File: src/rtl/io_region_demux.sv
// Registered request router for the external-I/O window: base/length rule decode,
// one-hot forwarding with region-relative offset, in-order decode errors, outstanding-count gating.
module io_region_demux #(
  parameter int unsigned NrRules        = 6,
  parameter int unsigned AddrWidth      = 64,
  parameter int unsigned MaxOutstanding = 8,
  parameter logic [NrRules-1:0][AddrWidth-1:0] RuleBase = {
    64'h4500_0000, 64'h4400_0000, 64'h4300_0000,
    64'h4200_0000, 64'h4100_0000, 64'h4000_0000},
  parameter logic [NrRules-1:0][AddrWidth-1:0] RuleLength = {
    64'h10_0000, 64'h1_0000, 64'h1_0000,
    64'h1_0000,  64'h1_0000, 64'h1_0000},
  localparam int unsigned IdxWidth = (NrRules > 1) ? $clog2(NrRules) : 1,
  localparam int unsigned CntWidth = $clog2(MaxOutstanding + 1)
) (
  input  logic                 clk_i,
  input  logic                 rst_i,
  input  logic                 req_valid_i,
  output logic                 req_ready_o,
  input  logic [AddrWidth-1:0] req_addr_i,
  output logic                 out_valid_o,
  input  logic                 out_ready_i,
  output logic [NrRules-1:0]   out_sel_o,
  output logic [IdxWidth-1:0]  out_idx_o,
  output logic [AddrWidth-1:0] out_offset_o,
  input  logic                 rsp_done_i,
  output logic                 err_valid_o,
  input  logic                 err_ready_i,
  output logic [AddrWidth-1:0] err_addr_o,
  output logic [CntWidth-1:0]  outstanding_o,
  output logic                 underflow_o
);

  typedef enum logic [1:0] {StEmpty, StFwd, StErr} state_e;

  state_e                 state_q, state_d;
  logic [AddrWidth-1:0]   addr_q, addr_d;
  logic [IdxWidth-1:0]    idx_q, idx_d;
  logic [AddrWidth-1:0]   off_q, off_d;
  logic [CntWidth-1:0]    cnt_q, cnt_d;
  logic [IdxWidth-1:0]    cur_idx_q, cur_idx_d;
  logic                   underflow_q, underflow_d;

  logic                   dec_hit;
  logic [IdxWidth-1:0]    dec_idx;
  logic [AddrWidth-1:0]   dec_off;
  logic [AddrWidth:0]     rule_end;
  logic                   out_fire, err_fire, q_fire, accept;

  // Rule end is one bit wider so a region touching the top of the space cannot wrap.
  always_comb begin
    dec_hit  = 1'b0;
    dec_idx  = '0;
    dec_off  = '0;
    rule_end = '0;
    for (int unsigned i = 0; i < NrRules; i++) begin
      rule_end = {1'b0, RuleBase[i]} + {1'b0, RuleLength[i]};
      if (!dec_hit && (RuleLength[i] != '0) && (req_addr_i >= RuleBase[i]) &&
          ({1'b0, req_addr_i} < rule_end)) begin
        dec_hit = 1'b1;
        dec_idx = IdxWidth'(i);
        dec_off = req_addr_i - RuleBase[i];
      end
    end
  end

  always_comb begin
    out_valid_o   = (state_q == StFwd) &&
                    ((cnt_q == '0) ||
                     ((cur_idx_q == idx_q) && (cnt_q < CntWidth'(MaxOutstanding))));
    err_valid_o   = (state_q == StErr) && (cnt_q == '0);
    out_fire      = out_valid_o && out_ready_i;
    err_fire      = err_valid_o && err_ready_i;
    q_fire        = out_fire || err_fire;
    req_ready_o   = (state_q == StEmpty) || q_fire;
    accept        = req_valid_i && req_ready_o;
    out_sel_o     = out_valid_o ? (NrRules'(1) << idx_q) : '0;
    out_idx_o     = idx_q;
    out_offset_o  = off_q;
    err_addr_o    = addr_q;
    outstanding_o = cnt_q;
    underflow_o   = underflow_q;
  end

  always_comb begin
    state_d     = state_q;
    addr_d      = addr_q;
    idx_d       = idx_q;
    off_d       = off_q;
    cur_idx_d   = cur_idx_q;
    cnt_d       = cnt_q;
    underflow_d = underflow_q;
    if (accept) begin
      state_d = dec_hit ? StFwd : StErr;
      addr_d  = req_addr_i;
      idx_d   = dec_idx;
      off_d   = dec_off;
    end else if (q_fire) begin
      state_d = StEmpty;
    end
    if (out_fire) cur_idx_d = idx_q;
    // A response arriving together with an issue cancels out; a lone one at zero is an underflow.
    unique case ({out_fire, rsp_done_i})
      2'b10:   cnt_d = cnt_q + 1'b1;
      2'b01: begin
        if (cnt_q == '0) underflow_d = 1'b1;
        else             cnt_d = cnt_q - 1'b1;
      end
      default: cnt_d = cnt_q;
    endcase
  end

  always_ff @(posedge clk_i) begin
    if (rst_i) begin
      state_q     <= StEmpty;
      addr_q      <= '0;
      idx_q       <= '0;
      off_q       <= '0;
      cnt_q       <= '0;
      cur_idx_q   <= '0;
      underflow_q <= 1'b0;
    end else begin
      state_q     <= state_d;
      addr_q      <= addr_d;
      idx_q       <= idx_d;
      off_q       <= off_d;
      cnt_q       <= cnt_d;
      cur_idx_q   <= cur_idx_d;
      underflow_q <= underflow_d;
    end
  end

endmodule
File: config.mk
export PLATFORM = sky130hd
export DESIGN_NAME = io_region_demux
export DESIGN_NICKNAME = d
export VERILOG_FILES = /design/src/rtl/io_region_demux.sv
export SDC_FILE = /design/constraint.sdc
export NUM_CORES = 1
export LEC_CHECK = 0
export CAP_MARGIN = 0
export CORE_UTILIZATION = 40
export DETAILED_ROUTE_END_ITERATION = 16
export PLACE_DENSITY_LB_ADDON = 0.1
export SYNTH_ARGS = -nofsm -noshare
export SYNTH_HDL_FRONTEND = slang
export SYNTH_SLANG_ARGS = --single-unit
File: constraint.sdc
create_clock -name clk_i -period 3.85 [get_ports clk_i]
set_input_delay 1.155 -clock clk_i [delete_from_list [all_inputs] [get_ports clk_i]]
set_output_delay 1.155 -clock clk_i [all_outputs]
set_load 0.02 [all_outputs]
-- Yosys cells after proc, flatten, opt, wreduce, memory -nomap -nowiden
Index checks and enable logic that the tools add are counted.
W data, S select, Z words.
- bits in registers: 141
- $lt $le $gt $ge: 13
- $add $sub $neg: 8
- reduce and logical (&&, ||, !) cells: 31
- eq/ne operators: 6
- shift-type cells: 1
- multiplexer cells: 23
- operators with widths (kind ; count):
    $ge A64 B31 Y1 const B ; 6
    $lt A64 B31 Y1 const B ; 6
    $mux W64 ; 6
    $sub A64 B31 Y64 const B ; 6
    $logic_and A1 B1 Y1 ; 17
    $mux W3 ; 3
    $mux W2 ; 4
    $pmux W4 S2 ; 1
    $mux W1 ; 7
    $mux W6 ; 1
    $shl A1 B3 Y6 const A ; 1
    $logic_not A1 Y1 ; 5
    $add A4 B1 Y4 const B ; 1
    $eq A2 B1 Y1 const B ; 2
    $eq A2 B2 Y1 const B ; 2
    $logic_not A4 Y1 ; 1
    $lt A4 B4 Y1 const B ; 1
    $mux W4 ; 1
    $reduce_and A2 Y1 ; 2
    $reduce_bool A2 Y1 ; 2
    $sub A4 B1 Y4 const B ; 1
    $eq A3 B3 Y1 ; 1
    $logic_or A1 B1 Y1 ; 3
    $logic_not A2 Y1 ; 1
    $ne A2 B2 Y1 const B ; 1

-- Logic depth before layout (Yosys ltp)
Gate-level depths: netlist of run 1.
- word-level depth: 25
- gate-level depth with buffers: 13
- gate-level depth less buffers: 12

-- Least setup slack after synthesis of run 1
No wires, ideal clock.
- path type: input-to-reg
- start point: in req_addr_i[27]
- end point: reg off_q[43], in the netlist out_offset_o[43]
- setup slack: 0.147 ns
- cell stages on the path: 12
- data arrival time: 3.586 ns
- data required time: 3.733 ns
- path through: clkbuf_1 -> inv_1 -> ha_1 -> nor3b_1 -> nand2_1 -> a22oi_1 -> nand3_1 -> o2111ai_1 -> o221ai_2 -> a21oi_2 -> buf_6 -> nor3_2
- word-level cells in the longest chain between the ends: 23
- ends and longest elaborated chain (item ; line ; source):
    from (decl) ; 20 ; input logic [AddrWidth-1:0] req_addr_i,
    $ge A64 B31 Y1 / $lt A64 B31 Y1 (equally long branches) ; 58, 59 ;
    $logic_and A1 B1 Y1 ; 58 ; if (!dec_hit && (RuleLength[i] != '0) && (req_addr_i >= RuleBase[i]) &&
    $mux W1 ; 58 ;
    $logic_not A1 Y1 ; 58 ;
    $logic_and A1 B1 Y1 (2 in series) ; 58 ;
    $mux W1 ; 58 ;
    $logic_not A1 Y1 ; 58 ;
    $logic_and A1 B1 Y1 (2 in series) ; 58 ;
    (+2 left out) ; -- ;
    $logic_and A1 B1 Y1 (2 in series) ; 58 ;
    $mux W1 ; 58 ;
    $logic_not A1 Y1 ; 58 ;
    $logic_and A1 B1 Y1 (2 in series) ; 58 ;
    $mux W1 ; 58 ;
    $logic_not A1 Y1 ; 58 ;
    $logic_and A1 B1 Y1 (2 in series) ; 58 ;
    $mux W64 (*) ; 58 ;
    to (signal assigned) ; 118 ; off_q <= '0;
    to (signal assigned) ; 126 ; off_q <= off_d;
    to (decl) ; 39 ; logic [AddrWidth-1:0] off_q, off_d;
Mark *: on every way between the ends. The rest lies on a longest branch, timed or not.
A chain may end at the register's enable or synchronous reset.

-- Worst setup path in the final report of run 1
- start point: reg cnt_q[3], in the netlist outstanding_o[3]
- end point: out out_sel_o[2]
- word-level cells in the longest chain between the ends: 5
- ends and longest elaborated chain (item ; line ; source):
    from (decl) ; 40 ; logic [CntWidth-1:0] cnt_q, cnt_d;
    from (signal assigned) ; 127 ; cnt_q <= cnt_d;
    $lt A4 B4 Y1 ; 70 ; ((cur_idx_q == idx_q) && (cnt_q < CntWidth'(MaxOutstanding))));
    $logic_and A1 B1 Y1 ; 70 ;
    $logic_or A1 B1 Y1 (*) ; 69 ; ((cnt_q == '0) ||
    $logic_and A1 B1 Y1 (*) ; 68 ; out_valid_o = (state_q == StFwd) &&
    $mux W6 (*) ; 77 ; out_sel_o = out_valid_o ? (NrRules'(1) << idx_q) : '0;
    to (decl) ; 23 ; output logic [NrRules-1:0] out_sel_o,
Marked as above.

==> key figures, run 1 <==
Drt
  – Per-cell routed wire length: 15.62 um
  – 1st-iter DRT viols: 554
  – Vias per Instance: 5.158
  – First-pass detailed-route iteration total: 5
  – Vias after detailed routing: 7190
  – Number of routed nets with antenna violations: 0
  – Remaining DRCs: 0
  – Total Wirelength: 21780 um

Yosys
  – Top FF cell, synth: dfxtp_1
  – Synth cell count leaders: 186 x nand2_1, 141 x dfxtp_1, 108 x a21oi_1
  – Synthesis Warnings: 0
  – Syn_nets: 919
  – Post-synthesis sequential area ratio: 0.4205
  – Synth async-reset ratio: 0
  – Syn Area/Cell: 8.068 um2
  – Top cell type's share of synthesized area: 0.4205
  – Number of synthesized flops with an enable pin: 0
  – Top cells by area, synth: dfxtp_1 42%, nand2_1 10%, a21oi_1 8.1%, nor2_1 3.1%, ha_1 3.0%
  – Count leader, synth: nand2_1
  – Post-synth top area cell: dfxtp_1
  – Cell area after synthesis: 0.006713 mm2
  – Yosys reg bits: 141
  – Mapped Cells: 832
  – Synth unique cells: 74

Setup path
  – WP buf/inv: 1
  – Critical Path Start Type: flop
  – Type of element capturing the critical path: output port
  – WP depth: 6
  – Crit-path max cell delay: 630 ps
  – Signal arrival time at the worst endpoint: 2590 ps
  – Critical path class: reg2out
  – Worst-path cell chain: or4_4 -> o41ai_1 -> and3b_1 -> nand2_1 -> nor3_1 -> clkdlybuf4s50_1
  – CP max-delay cell: clkdlybuf4s50_1
  – CP delay by family, top: simple AND/OR/NAND/NOR gates
  – Worst Path Required: 2690 ps
  – CP max FO: 5
  – Worst r2r path cells: 13

Final layout
  – Ratio of cells with drive above 1 in the final layout: 0.1995
  – Fin nets: 1252
  – Area of the multi-input gates: 0.003684 mm2
  – Antenna cell count: 0
  – Area Overhead vs Synth: 61.16%
  – Filler instances: 1399
  – Sequential Area: 0.002823 mm2

Outcome
  – Status: complete, no violations

Timing
  – RSZ-0062 raised after global routing: yes
  – Final hold vios: 0
  – FMAX: 266.8 MHz
  – Max Slew Vio Count: 0
  – Final setup fails: 0
  – Final worst slack: 101.4 ps
  – WHS: 447.1 ps
  – Rel. slew slack: 0.3991
  – Final Cycle Share: 0.9737
  – Clock Skews: 10.72 ps
  – Worst Tran Pin Value: 901.3 ps
  – Fin crit period: 3749 ps

CTS
  – TritonCTS Buffers: 17
  – Clk pin slew, worst setup/hold paths: 60 ps
  – Htree depth: 4
  – Clock root buffer master: clkbuf_16
  – Clock Sinks: 141
  – Clock Latency Late Sink: 430 ps
  – CTS tree: built
  – CTS Buffer Depth: 2

Die
  – Initial core utilization: 0.4165
  – Site row count: 46
  – Core ar.: 0.01612 mm2
  – Die footprint: 0.01730 mm2
  – Die height: 131.5 um
  – Die W: 131.5 um
  – IO Pins: 215

Min path
  – Hold Path Stages: 2
  – Worst min path class: reg2reg

Global routing
  – Pin count of the biggest net entering global routing: 87
  – Tot GR Track Use: 0.2504
  – GRT overflow: 0
  – Number of global-route vias before repair: 6587
  – Antenna violations before repair: 0
  – First-pass GRT wire length: 34720 um

Flow run
  – Max-Cap Viols: 0

Placement
  – PortBufs: 214
  – Global placer's final weighted congestion: 0.9681
  – Setup WS pre-CTS: -648.5 ps
  – Post-DP HPWL: 16040 um

Power
  – VDD IR max: 0.3109 mV
  – Pwr per Cell Area: 407.7 mW/mm2
  – LEAKAGE: 4.257 nW
[per-layer routing]
metal	vias up	global-route usage	wire length, um
met3	32	0.05517	1188
met5	-	0	0
met1	3356	0.3305	10040
met4	0	0.08269	427
li1	3579	-	-
met2	223	0.4024	10120
[per-stage QoR]
step	TNS (ps)	utilization	power, mW	std cells	instance area [um2]
floorplan	0	-	2.212	832	6713
global placement	-23410	0.6261	2.709	1360	10090
detailed placement	-23870	0.6261	2.719	1360	10090
CTS	0	0.6647	4.426	1392	10710
global route	-201.7	0.6713	4.594	1394	10820
finish	0	0.6713	4.410	1394	10820
[power breakdown]
| group | switching, mW | internal, mW |
|---|---|---|
| sequential | 0.0653 | 1.57 |
| combinational | 0.569 | 0.504 |
| clock | 0.644 | 1.06 |
[final cells by class]
class | instances | area share
Multi-Input combinational cell | 624 | 0.3405
Timing Repair Buffer | 370 | 0.3127
Sequential cell | 141 | 0.2609
Clock buffer | 20 | 0.04222
Tap cell | 216 | 0.02498
Clock inverter | 12 | 0.01480
Inverter | 11 | 0.003817
[layout by cell type, fill, tap and decap left out, drive strengths merged, types with 3 or more instances in the layout]
cell	instances
or3	7
clkinvlp	4
dlygate4sd2	4
clkinv	3
nand2	186
and2	6
and3	8
nor2	55
xor2	9
ha	16
a22oi	4
a21boi	3
nand3	41
dfxtp	141
nor4	17
a31oi	3
buf	157
nor3	30
clkbuf	20
nand4	11
a21o	3
o21ai	17
o21a	19
inv	13
a21oi	110
o31ai	5
nor3b	8
o221ai	3
nor2b	5
xnor2	6
nor4b	3
bufinv	3
mux2i	4
clkdlybuf4s50	208
nand3b	3
[kinds of logic (layout without fill, tap and decap cells)]
logic type                 after synthesis  in the layout  share of synthesized area
and+or+nand+nor                        389            389                     0.2889
adders and majority gates               17             17                    0.03281
muxes                                    5              5                   0.007642
xor gates and xnor gates                15             15                    0.01957
DFF                                    141            141                     0.4205
buffers and inverters                   67            413                    0.04492
AOI/OAI and AO/OA                      198            198                     0.1857
[what timing repair did]
item                       4_1_cts  5_1_grt
hold buffers                     0        0
setup endpoints to repair       20       48
pin swaps                        0        1
resized for setup                6       15
buffers inserted                 0        2
[worst paths after layout]
check / startpoint / to / slack (ps)
worst min-delay path: out_offset_o[1]$_SDFFE_PP0P_ / out_offset_o[1]$_SDFFE_PP0P_ / 450
worst max register to register: outstanding_o[3]$_SDFFE_PP0P_ / outstanding_o[3]$_SDFFE_PP0P_ / 920
worst min register to register: out_offset_o[1]$_SDFFE_PP0P_ / out_offset_o[1]$_SDFFE_PP0P_ / 450
worst max-delay path: outstanding_o[3]$_SDFFE_PP0P_ / out_sel_o[2] / 100
[worst reg2reg max path, cell delays in order, from the launching register on]
cell and delay, ps:
dfxtp_1 360, or4_4 590, o41ai_1 110, nand4b_1 190, buf_4 210, nand2_1 140
inv_1 110, ha_1 270, a21o_1 170, a21oi_1 190, nor3_1 60, a31oi_1 180
xor2_1 160, nor2_1 50
[sequential cells by signal, summed over array words and instances (netlist names)]
name / cells
state_q: 2
outstanding_o: 4
out_offset_o: 64
err_addr_o: 64
out_idx_o: 3
underflow_o: 1
cur_idx_q: 3
Power figures use the tool's default switching activity.
==> run 2: changes to the inputs <==
--- a/config.mk
+++ b/config.mk
@@ -8,7 +8,7 @@
 export CAP_MARGIN = 0
 export CORE_UTILIZATION = 40
 export DETAILED_ROUTE_END_ITERATION = 16
-export PLACE_DENSITY_LB_ADDON = 0.1
+export DONT_BUFFER_PORTS = 1
 export SYNTH_ARGS = -nofsm -noshare
 export SYNTH_HDL_FRONTEND = slang
 export SYNTH_SLANG_ARGS = --single-unit
==> key figures, run 2 (same netlist as run 1, synthesis figures left out) <==
Setup path
  – Critical Path Start Type: flop
  – Critical path class: reg2out
  – Crit. Startpoint: outstanding_o[3]$_SDFFE_PP0P_
  – CP max FO: 5 (unchanged)
  – WP buf/inv: 1 (unchanged)
  – Flop2flop setup slack: 840 ps (-80 ps)
  – Worst-path cell chain: or4_4 -> o41ai_1 -> and3b_2 -> nor2b_1 -> nor3b_1 -> buf_4
  – Type of element capturing the critical path: output port
  – CP max-delay cell: or4_4
  – Worst reg2reg path startpoint: outstanding_o[3]$_SDFFE_PP0P_
  – Crit-path max cell delay: 610 ps (-20 ps)
  – Worst r2r path cells: 10 (-3)
  – Worst Path Required: 2690 ps (about the same)
  – Signal arrival time at the worst endpoint: 2510 ps (-80 ps)
  – RR Endpoint: out_offset_o[26]$_SDFFE_PP0P_
  – CP delay by family, top: simple AND/OR/NAND/NOR gates

Power
  – Flop pwr share: 0.462 (+0.091)
  – VDD IR max: 0.2901 mV (-6.7%)
  – Clock Power Share: 0.406 (+0.020)
  – Pwr per Cell Area: 498.0 mW/mm2 (+22%)
  – LEAKAGE: 2.912 nW (-32%)
  – Comb pwr share: 0.132 (-0.111)
  – Psw: 1.092 mW (-15%)
  – Sw Share: 0.2826 (-0.007137)
  – Int Power: 2.772 mW (-11%)

Placement
  – Setup WS pre-CTS: 95.73 ps (+744.2 ps)
  – Global placer's final weighted congestion: 0.9421 (-2.7%)
  – Placed Instances: 1047 (-23%)
  – Post-DP HPWL: 13950 um (-13%)
  – PortBufs: 0 (-100%)
  – Dpl cell area: 0.007194 mm2 (-29%)

Drt
  – Remaining DRCs: 0 (unchanged)
  – Vias after detailed routing: 6013 (-16%)
  – Total Wirelength: 19510 um (-10%)
  – Number of routed nets with antenna violations: 0 (unchanged)
  – Vias per Instance: 5.588 (+8.3%)
  – Per-cell routed wire length: 18.13 um (+16%)
  – 1st-iter DRT viols: 413 (-25%)
  – First-pass detailed-route iteration total: 5 (unchanged)

Timing
  – Final setup fails: 0 (unchanged)
  – Rel. slew slack: 0.6677 (+0.2686)
  – Worst Tran Pin Value: 492.0 ps (-409.3 ps)
  – Max Slew Vio Count: 0 (unchanged)
  – Clock Skews: 6.418 ps (-4.303 ps)
  – Final worst slack: 184.4 ps (+83.03 ps)
  – Fin crit period: 3666 ps (-83.03 ps)
  – WHS: 516.7 ps (+69.56 ps)
  – Final hold vios: 0 (unchanged)
  – FMAX: 272.8 MHz (+2.3%)
  – Final Cycle Share: 0.9521 (-0.02157)
  – RSZ-0062 raised after global routing: no

CTS
  – Clock Sinks: 141 (unchanged)
  – Post-CTS Hold Fix Bufs: 0 (unchanged)
  – Post-CTS setup buffer count: 0 (unchanged)
  – CTS tree: built
  – Clock Latency Late Sink: 410 ps (-20 ps)
  – TritonCTS Buffers: 17 (unchanged)
  – Clock root buffer master: clkbuf_16
  – Htree depth: 4 (unchanged)
  – Clk pin slew, worst setup/hold paths: 50 ps (about the same)
  – CTS Buffer Depth: 2 (unchanged)

Final layout
  – Finished Layout Cells: 1076 (-23%)
  – Most common cell after layout, fill and taps aside: nand2_1
  – Commonest cells after routing, fill and taps aside: 186 x nand2_1, 141 x dfxtp_1, 108 x a21oi_1, 55 x nor2_1, 51 x buf_4
  – Ratio of cells with drive above 1 in the final layout: 0.1360 (-0.06344)
  – Area Overhead vs Synth: 15.60%
  – Fin nets: 937 (-25%)
  – Antenna cell count: 0 (unchanged)
  – Post-route design area: 0.007760 mm2 (-28%)

Global routing
  – GRT overflow: 0 (unchanged)
  – Number of global-route vias before repair: 5736 (-13%)
  – Pin count of the biggest net entering global routing: 112 (+29%)
  – Tot GR Track Use: 0.2263 (-0.02412)
  – First-pass GRT wire length: 31360 um (-9.7%)
  – Antenna violations before repair: 0 (unchanged)

Die
  – Die height: 131.5 um (unchanged)
  – Core ar.: 0.01612 mm2 (unchanged)
  – Die W: 131.5 um (unchanged)
  – IO Pins: 215 (unchanged)
  – Initial core utilization: 0.4165 (unchanged)
  – Die footprint: 0.01730 mm2 (unchanged)
  – Site row count: 46 (unchanged)

Min path
  – Worst min path class: reg2reg
  – Hold Path Stages: 2 (unchanged)
  – Hold Crit Start: cur_idx_q[2]$_SDFFE_PP0P_
  – Hold Path End: cur_idx_q[2]$_SDFFE_PP0P_

Outcome
  – Status: complete, no violations

Flow run
  – Max-Cap Viols: 0 (unchanged)
run 2: layout make-up:
| type | instances | area (um2) |
|---|---|---|
| Inverter | 11 | 41.29 |
| Timing Repair Buffer | 55 | 462.9 |
| Fill cell | 1602 | 8356 |
| Clock inverter | 7 | 90.09 |
| Clock buffer | 22 | 474.2 |
| Sequential cell | 141 | 2823 |
| Multi-Input combinational cell | 624 | 3598 |
| Tap cell | 216 | 270.3 |
run 2: worst reg2reg max path, delay by kind of cell, from the launching register on:
| family | cells | cell delay, ps |
|---|---|---|
| DFF | 1 | 410 |
| AOI/OAI and AO/OA | 3 | 540 |
| and+or+nand+nor | 5 | 1500 |
| buffers and inverters | 2 | 510 |
run 2: per-stage QoR:
step / utilization / TNS (ps) / power (mW)
final: 0.4815 / 0 / 3.864
after CTS: 0.4814 / 0 / 3.913
after detailed placement: 0.4464 / 0 / 2.329
after floorplan: - / 0 / 2.212
after global placement: 0.4464 / -422.2 / 2.322
after global routing: 0.4815 / 0 / 4.051
run 2: worst max path at each step:
stage,depth (start not counted),endpoint
after floorplan,12,out_offset_o[43]$_SDFFE_PP0P_
after global placement,9,out_offset_o[39]$_SDFFE_PP0P_
after detailed placement,9,out_offset_o[55]$_SDFFE_PP0P_
after CTS,6,out_sel_o[0]
after global routing,6,out_sel_o[0]
final,6,out_sel_o[0]
run 2: power groups by stage:
stage | Sequential, mW | Combinational (mW) | Clock [mW]
floorplan | 1.79 | 0.420 | 0
global placement | 1.82 | 0.503 | 0
detailed placement | 1.82 | 0.510 | 0
CTS | 1.79 | 0.512 | 1.61
global route | 1.80 | 0.577 | 1.67
finish | 1.79 | 0.508 | 1.57
run 2: timing repair:
action / 4_1_cts / 5_1_grt
gates resized for setup: 0 / 1
endpoints found under the setup margin: 0 / 2
hold endpoints to repair: 0 / 0
run 2: metal layers:
layer | global-route usage | vias to the layer above | wire length (um)
met5 | 0 | - | 0
met1 | 0.2908 | 2784 | 8565
met4 | 0.06137 | 0 | 237
li1 | - | 2954 | -
met3 | 0.08140 | 18 | 1678
met2 | 0.3554 | 257 | 9026
